==> config.mk <==
export PLATFORM = sky130hd
export DESIGN_NAME = mem_access_ctrl
export DESIGN_NICKNAME = d
export VERILOG_FILES = /design/src/rtl/mem_access_ctrl.sv
export SDC_FILE = /design/constraint.sdc
export NUM_CORES = 1
export LEC_CHECK = 0
export BUFFER_PORTS_ARGS = -buffer_cell sky130_fd_sc_hd__buf_2
export CORE_ASPECT_RATIO = 1.2
export CORE_MARGIN = 2
export CORE_UTILIZATION = 35
export CTS_CLUSTER_SIZE = 25
export DETAILED_ROUTE_END_ITERATION = 8
export HOLD_SLACK_MARGIN = 0.1
export SYNTH_ARGS = -nofsm -noshare
export SYNTH_HDL_FRONTEND = slang
export SYNTH_SLANG_ARGS = --single-unit
==> constraint.sdc <==
create_clock -name clk -period 3.4 [get_ports clk]
set_input_delay 0.17 -clock clk [delete_from_list [all_inputs] [get_ports clk]]
set_output_delay 0.17 -clock clk [all_outputs]
set_load 0.05 [all_outputs]
==> src/rtl/mem_access_ctrl.sv <==
// Memory-access stage: takes one op from execute, issues an optional word/byte
// memory transaction with a bounded wait, and presents the writeback result.

`ifndef REG_SIZE
`define REG_SIZE 32
`endif

`ifndef ALUOP_ADD
`define ALUOP_ADD  5'd0
`define ALUOP_SUB  5'd1
`define ALUOP_AND  5'd2
`define ALUOP_OR   5'd3
`define ALUOP_XOR  5'd4
`define ALUOP_SLL  5'd5
`define ALUOP_SRL  5'd6
`define ALUOP_SRA  5'd7
`define ALUOP_SLT  5'd8
`define ALUOP_LUI  5'd9
`define ALUOP_LDB  5'd10
`define ALUOP_LDW  5'd11
`define ALUOP_STB  5'd12
`define ALUOP_STW  5'd13
`define ALUOP_BEQ  5'd14
`define ALUOP_JUMP 5'd15
`endif

module mem_access_ctrl #(
  parameter int MEM_TIMEOUT = 15,
  parameter int REG_SIZE    = `REG_SIZE
) (
  input  logic                clk,
  input  logic                rst_n,
  input  logic                in_valid,
  output logic                in_ready,
  input  logic [4:0]          in_aluop,
  input  logic [REG_SIZE-1:0] in_addr,
  input  logic [REG_SIZE-1:0] in_wdata,
  input  logic [4:0]          in_rd,
  input  logic                in_overflow,
  output logic                mem_req,
  output logic                mem_we,
  output logic [REG_SIZE-1:0] mem_addr,
  output logic [REG_SIZE-1:0] mem_wdata,
  output logic [3:0]          mem_be,
  input  logic [REG_SIZE-1:0] mem_rdata,
  input  logic                mem_ack,
  output logic                out_valid,
  input  logic                out_ready,
  output logic [REG_SIZE-1:0] out_data,
  output logic [4:0]          out_rd,
  output logic                out_regwrite,
  output logic                exc_ovf,
  output logic                exc_bus
);

  localparam logic [4:0] OP_ADD  = `ALUOP_ADD;
  localparam logic [4:0] OP_SUB  = `ALUOP_SUB;
  localparam logic [4:0] OP_AND  = `ALUOP_AND;
  localparam logic [4:0] OP_OR   = `ALUOP_OR;
  localparam logic [4:0] OP_XOR  = `ALUOP_XOR;
  localparam logic [4:0] OP_SLL  = `ALUOP_SLL;
  localparam logic [4:0] OP_SRL  = `ALUOP_SRL;
  localparam logic [4:0] OP_SRA  = `ALUOP_SRA;
  localparam logic [4:0] OP_SLT  = `ALUOP_SLT;
  localparam logic [4:0] OP_LUI  = `ALUOP_LUI;
  localparam logic [4:0] OP_LDB  = `ALUOP_LDB;
  localparam logic [4:0] OP_LDW  = `ALUOP_LDW;
  localparam logic [4:0] OP_STB  = `ALUOP_STB;
  localparam logic [4:0] OP_STW  = `ALUOP_STW;
  localparam logic [4:0] OP_BEQ  = `ALUOP_BEQ;
  localparam logic [4:0] OP_JUMP = `ALUOP_JUMP;

  localparam logic [1:0] IDLE   = 2'd0;
  localparam logic [1:0] MEMREQ = 2'd1;
  localparam logic [1:0] HOLD   = 2'd2;

  // The counter never holds MEM_TIMEOUT itself: the cycle that would reach it leaves MEMREQ.
  localparam int             CNT_W    = (MEM_TIMEOUT < 2) ? 1 : $clog2(MEM_TIMEOUT);
  localparam logic [CNT_W-1:0] CNT_LAST = CNT_W'(MEM_TIMEOUT - 1);

  logic [1:0]          state_q;
  logic [CNT_W-1:0]    cnt_q;
  logic                we_q;
  logic [REG_SIZE-1:0] addr_q;
  logic [REG_SIZE-1:0] wdata_q;
  logic [3:0]          be_q;
  logic                load_q;
  logic                byte_q;
  logic [1:0]          sel_q;
  logic [REG_SIZE-1:0] data_q;
  logic [4:0]          rd_q;
  logic                rw_q;
  logic                ovf_q;
  logic                bus_q;

  logic                accept;
  logic                dec_mem;
  logic                dec_store;
  logic                dec_byte;
  logic                dec_rw;
  logic                dec_ovf;
  logic [3:0]          next_be;
  logic [REG_SIZE-1:0] next_wdata;
  logic [7:0]          lane;
  logic [REG_SIZE-1:0] load_value;

  assign in_ready = (state_q == IDLE) || ((state_q == HOLD) && out_ready);
  assign accept   = in_valid && in_ready;

  // NOTE: every output of a combinational block gets a default before the case,
  // otherwise an unlisted opcode would leave it unassigned and infer a latch.
  always_comb begin
    dec_mem   = 1'b0;
    dec_store = 1'b0;
    dec_byte  = 1'b0;
    dec_rw    = 1'b0;
    dec_ovf   = 1'b0;
    case (in_aluop)
      OP_ADD, OP_SUB: begin
        dec_rw  = !in_overflow;
        dec_ovf = in_overflow;
      end
      OP_AND, OP_OR, OP_XOR, OP_SLL, OP_SRL, OP_SRA, OP_SLT, OP_LUI: dec_rw = 1'b1;
      OP_LDB: begin
        dec_mem  = 1'b1;
        dec_byte = 1'b1;
      end
      OP_LDW: dec_mem = 1'b1;
      OP_STB: begin
        dec_mem   = 1'b1;
        dec_store = 1'b1;
        dec_byte  = 1'b1;
      end
      OP_STW: begin
        dec_mem   = 1'b1;
        dec_store = 1'b1;
      end
      OP_BEQ, OP_JUMP: dec_rw = 1'b0;
      default: dec_rw = 1'b0;
    endcase
  end

  // Byte loads still read the whole word; only byte stores narrow the enables.
  always_comb begin
    next_be    = 4'b1111;
    next_wdata = in_wdata;
    if (dec_store && dec_byte) begin
      next_be    = 4'b0001 << in_addr[1:0];
      next_wdata = {(REG_SIZE/8){in_wdata[7:0]}};
    end
  end

  always_comb begin
    lane       = mem_rdata[{sel_q, 3'b000} +: 8];
    load_value = byte_q ? {{(REG_SIZE-8){lane[7]}}, lane} : mem_rdata;
  end

  // NOTE: state registers use non-blocking assignments so every flop samples
  // pre-edge values regardless of statement order within the block.
  always_ff @(posedge clk or negedge rst_n) begin
    if (!rst_n) begin
      state_q <= IDLE;
      cnt_q   <= '0;
      we_q    <= 1'b0;
      addr_q  <= '0;
      wdata_q <= '0;
      be_q    <= '0;
      load_q  <= 1'b0;
      byte_q  <= 1'b0;
      sel_q   <= '0;
      data_q  <= '0;
      rd_q    <= '0;
      rw_q    <= 1'b0;
      ovf_q   <= 1'b0;
      bus_q   <= 1'b0;
    end else begin
      case (state_q)
        IDLE, HOLD: begin
          if (accept) begin
            rd_q <= in_rd;
            if (dec_mem) begin
              state_q <= MEMREQ;
              cnt_q   <= '0;
              we_q    <= dec_store;
              addr_q  <= {in_addr[REG_SIZE-1:2], 2'b00};
              be_q    <= next_be;
              wdata_q <= next_wdata;
              load_q  <= !dec_store;
              byte_q  <= dec_byte;
              sel_q   <= in_addr[1:0];
            end else begin
              state_q <= HOLD;
              data_q  <= in_addr;
              rw_q    <= dec_rw;
              ovf_q   <= dec_ovf;
              bus_q   <= 1'b0;
            end
          end else if ((state_q == HOLD) && out_ready) begin
            state_q <= IDLE;
          end
        end
        MEMREQ: begin
          // An ack on the final allowed cycle still completes the access.
          if (mem_ack) begin
            state_q <= HOLD;
            data_q  <= load_q ? load_value : '0;
            rw_q    <= load_q;
            ovf_q   <= 1'b0;
            bus_q   <= 1'b0;
          end else if (cnt_q == CNT_LAST) begin
            state_q <= HOLD;
            data_q  <= '0;
            rw_q    <= 1'b0;
            ovf_q   <= 1'b0;
            bus_q   <= 1'b1;
          end else begin
            cnt_q <= cnt_q + CNT_W'(1);
          end
        end
        default: state_q <= IDLE;
      endcase
    end
  end

  assign mem_req      = (state_q == MEMREQ);
  assign mem_we       = we_q && mem_req;
  assign mem_addr     = addr_q;
  assign mem_wdata    = wdata_q;
  assign mem_be       = be_q;
  assign out_valid    = (state_q == HOLD);
  assign out_data     = data_q;
  assign out_rd       = rd_q;
  assign out_regwrite = rw_q && out_valid;
  assign exc_ovf      = ovf_q && out_valid;
  assign exc_bus      = bus_q && out_valid;

endmodule

==> results_dict.tcl <==
set metrics [dict create \
    status "complete, no violations" \
    hold_viol_final 0 \
    synth_common_cells "nand2_1 (187), dfrtp_1 (117), mux2i_1 (33), o21ai_0 (33), nor2_1 (31)" \
    synth.distinct_cells 47 \
    detail-route-antenna-nets 0 \
    core_area_um2 16000 \
    reg2reg_slack_ns 0.87 \
    seq_area_frac_synth_pct 51.6 \
    hold_class "in2reg" \
    synthFlopType "dfrtp_1" \
    drtIter0Drc 284 \
    cts-root-buf "clkbuf_16" \
    startpoint_type "flip-flop" \
    netlist_instances 592 \
    synth_area_leaders "dfrtp_1 (52%), nand2_1 (12%), mux2i_1 (5.8%), mux2_4 (5.6%), o21ai_0 (2.9%)" \
    die_h_um 143 \
    clock_tree.buffer_depth 2 \
    clk_latency_ns 0.41 \
    tritoncts "done" \
    fin_nets 994 \
    drive_gt1_share_pct 33.3 \
    overflow 0 \
    seq_power_share_pct 31.7 \
    grt_setup_unrepaired "no" \
    irDropWorstVdd_uv 637 \
    cap_violations 0 \
    path_clk_slew_ns 0.05 \
    cts_buffers 17 \
    hpwl_um 13000 \
    yosys_warnings 0 \
    dr.pass1.iters 4 \
    drc_errors 0 \
    setup_violations 0 \
    nFillCells 1480 \
    slowest_delay_ns 0.64 \
    cp.arrival_ns 2.88 \
    p_sw_mw 2.82 \
    finalCritPeriodShare_pct 74.5 \
    routed_wl_um 18800 \
    synth_edf_count 0 \
    worst_pin_slew_ns 0.968 \
    start_util_pct 35.4 \
    rows 51 \
    via_count 5451 \
    die_w_um 120 \
    grt_max_degree 62 \
    pin_count 224 \
    grt_pass1_wl_um 29200 \
    fin_tns_setup_ns 0 \
    grt_use_total_pct 22.1 \
    fmax_mhz 395 \
    period_minus_slack_ns 2.53 \
    leakage_nw 4.25 \
    post_drt_via_cell_ratio 4.93 \
    internal-power_mw 3.57 \
    crit_slowest_cell "and4_2" \
    async_reset_ff_share_pct 100 \
    yosys.area.top_type_share_pct 51.6 \
    max_slew_margin_pct 35.3 \
    io_buffers 221 \
    cts_hold_buf 78 \
    dieArea_um2 17200 \
    ctsHtreeMaxLevel 4 \
    worstPathCellList "nor2b_1, and4_2, buf_4, nand2_1, a31oi_1, dlygate4sd3_1" \
    synth_most_common_cell "nand2_1" \
    power_frac_comb_pct 42.0 \
    synth_top_area_cell "dfrtp_1" \
    cts_resized 0 \
    cts_sinks 117 \
    crit_required_ns 3.74 \
    switching_share_pct 44.1 \
    postCtsSetupRepairBufs 0 \
    synth.avg_cell_area_um2 9.58 \
    num_antenna_cells 0 \
    synth-seq-cells 117 \
    path_class "reg2reg" \
    cp-end-kind "flip-flop" \
    power_mw 6.39 \
    slew_violations 0 \
    powerDensity_nw_per_um2 772 \
    gp_congestion 0.804 \
    area_growth_pct 45.8 \
    syn-cell-area_um2 5670 \
    clkPwrFrac_pct 26.3 \
    finalClockSkew_ns 0.00879 \
    path_max_fanout 21 \
    grt_antenna_before_repair 0 \
    wire_per_inst_um 17.0 \
    grt_pass1_vias 5389 \
]
## critical path: cells and delay by family (launching register included)
family | cells | cell delay, ns
simple gates | 3 | 1.01
buf+inv | 2 | 0.85
flops | 1 | 0.43
compound gates | 1 | 0.17
## final timing paths
kind / end / start / depth (start not counted)
setup / recovery: mem_wdata[31] / state_q[0] / 6
hold / removal: load_q / in_aluop[2] / 2
setup reg to reg: mem_wdata[31] / state_q[0] / 6
hold reg to reg: mem_addr[13] / mem_addr[13] / 2
max in group asynchronous: mem_wdata[7] / rst_n / 3
min in group asynchronous: mem_addr[17] / rst_n / 2
## flip-flops by register name, summed over array words and instances (netlist names)
name	flops
bus_q	1
byte_q	1
cnt_q	4
load_q	1
mem_addr	30
mem_be	4
mem_wdata	32
out_data	32
out_rd	5
ovf_q	1
rw_q	1
sel_q	2
state_q	2
we_q	1
## per-layer routing
layer / global-route usage, % / vias up / share of wire (%)
li1: - / 2588 / -
met1: 26.9 / 2597 / 42
met2: 37.5 / 240 / 49
met3: 6.23 / 26 / 6.8
met4: 7.93 / 0 / 2.2
met5: 0 / - / 0
## logic make-up after synthesis
logic type | Yosys count | synth area share, %
flip-flops | 117 | 51.6
adder cells (fa/ha/maj) | 2 | 0.441
XOR/XNOR | 1 | 0.287
buffers and inverters | 49 | 4.21
multiplexers | 66 | 14.0
other | 1 | 0.0661
AND/OR/NAND/NOR | 250 | 18.2
AO/OA/AOI/OAI | 106 | 11.2
## cells in the final DEF, fill, tap and decap left out, drive strengths merged, types with 2 or more instances in the layout
cell type	count
a31oi	17
and2	4
mux2	32
a21oi	24
ha	2
o221ai	7
clkinvlp	2
o211ai	2
clkinv	7
nor2b	4
a2bb2oi	7
buf	232
inv	7
nand2b	4
nor2	31
mux2i	33
o311ai	2
o21ai	42
dlygate4sd3	78
and3	3
nand2	187
conb	2
or4	2
clkbuf	22
dfrtp	117
nand3	8
## area by class of cell
cell class	instances	area, um2	share of cell area [%]
Multi-Input combinational cell	427	2510	30.4
Tap cell	212	265	3.21
Clock inverter	10	80.1	0.968
Clock buffer	22	474	5.73
Sequential cell	117	2930	35.4
Timing Repair Buffer	310	1980	24.0
Inverter	7	26.3	0.318
## through the flow
stage,util [%],area (um2),worst slack [ns],hold slack (ns),cells
2_1_floorplan,-,5680,1.36,-0.126,593
4_1_cts,51.6,8270,0.886,0.113,1105
3_5_place_dp,43.3,6940,0.904,0.136,995
3_3_place_gp,43.3,6940,0.904,0.134,995
6_report,51.6,8270,0.869,0.126,1105
5_1_grt,51.6,8270,0.680,0.140,1105
## power groups by stage
stage	Clock [mW]	Sequential (mW)	Combinational, mW
2_1_floorplan	0	3.24	0.718
3_3_place_gp	0	2.03	2.58
3_5_place_dp	0	2.02	2.60
4_1_cts	1.73	2.02	2.69
5_1_grt	1.80	2.07	2.84
6_report	1.68	2.02	2.68
(Power assumes the default switching activity.)
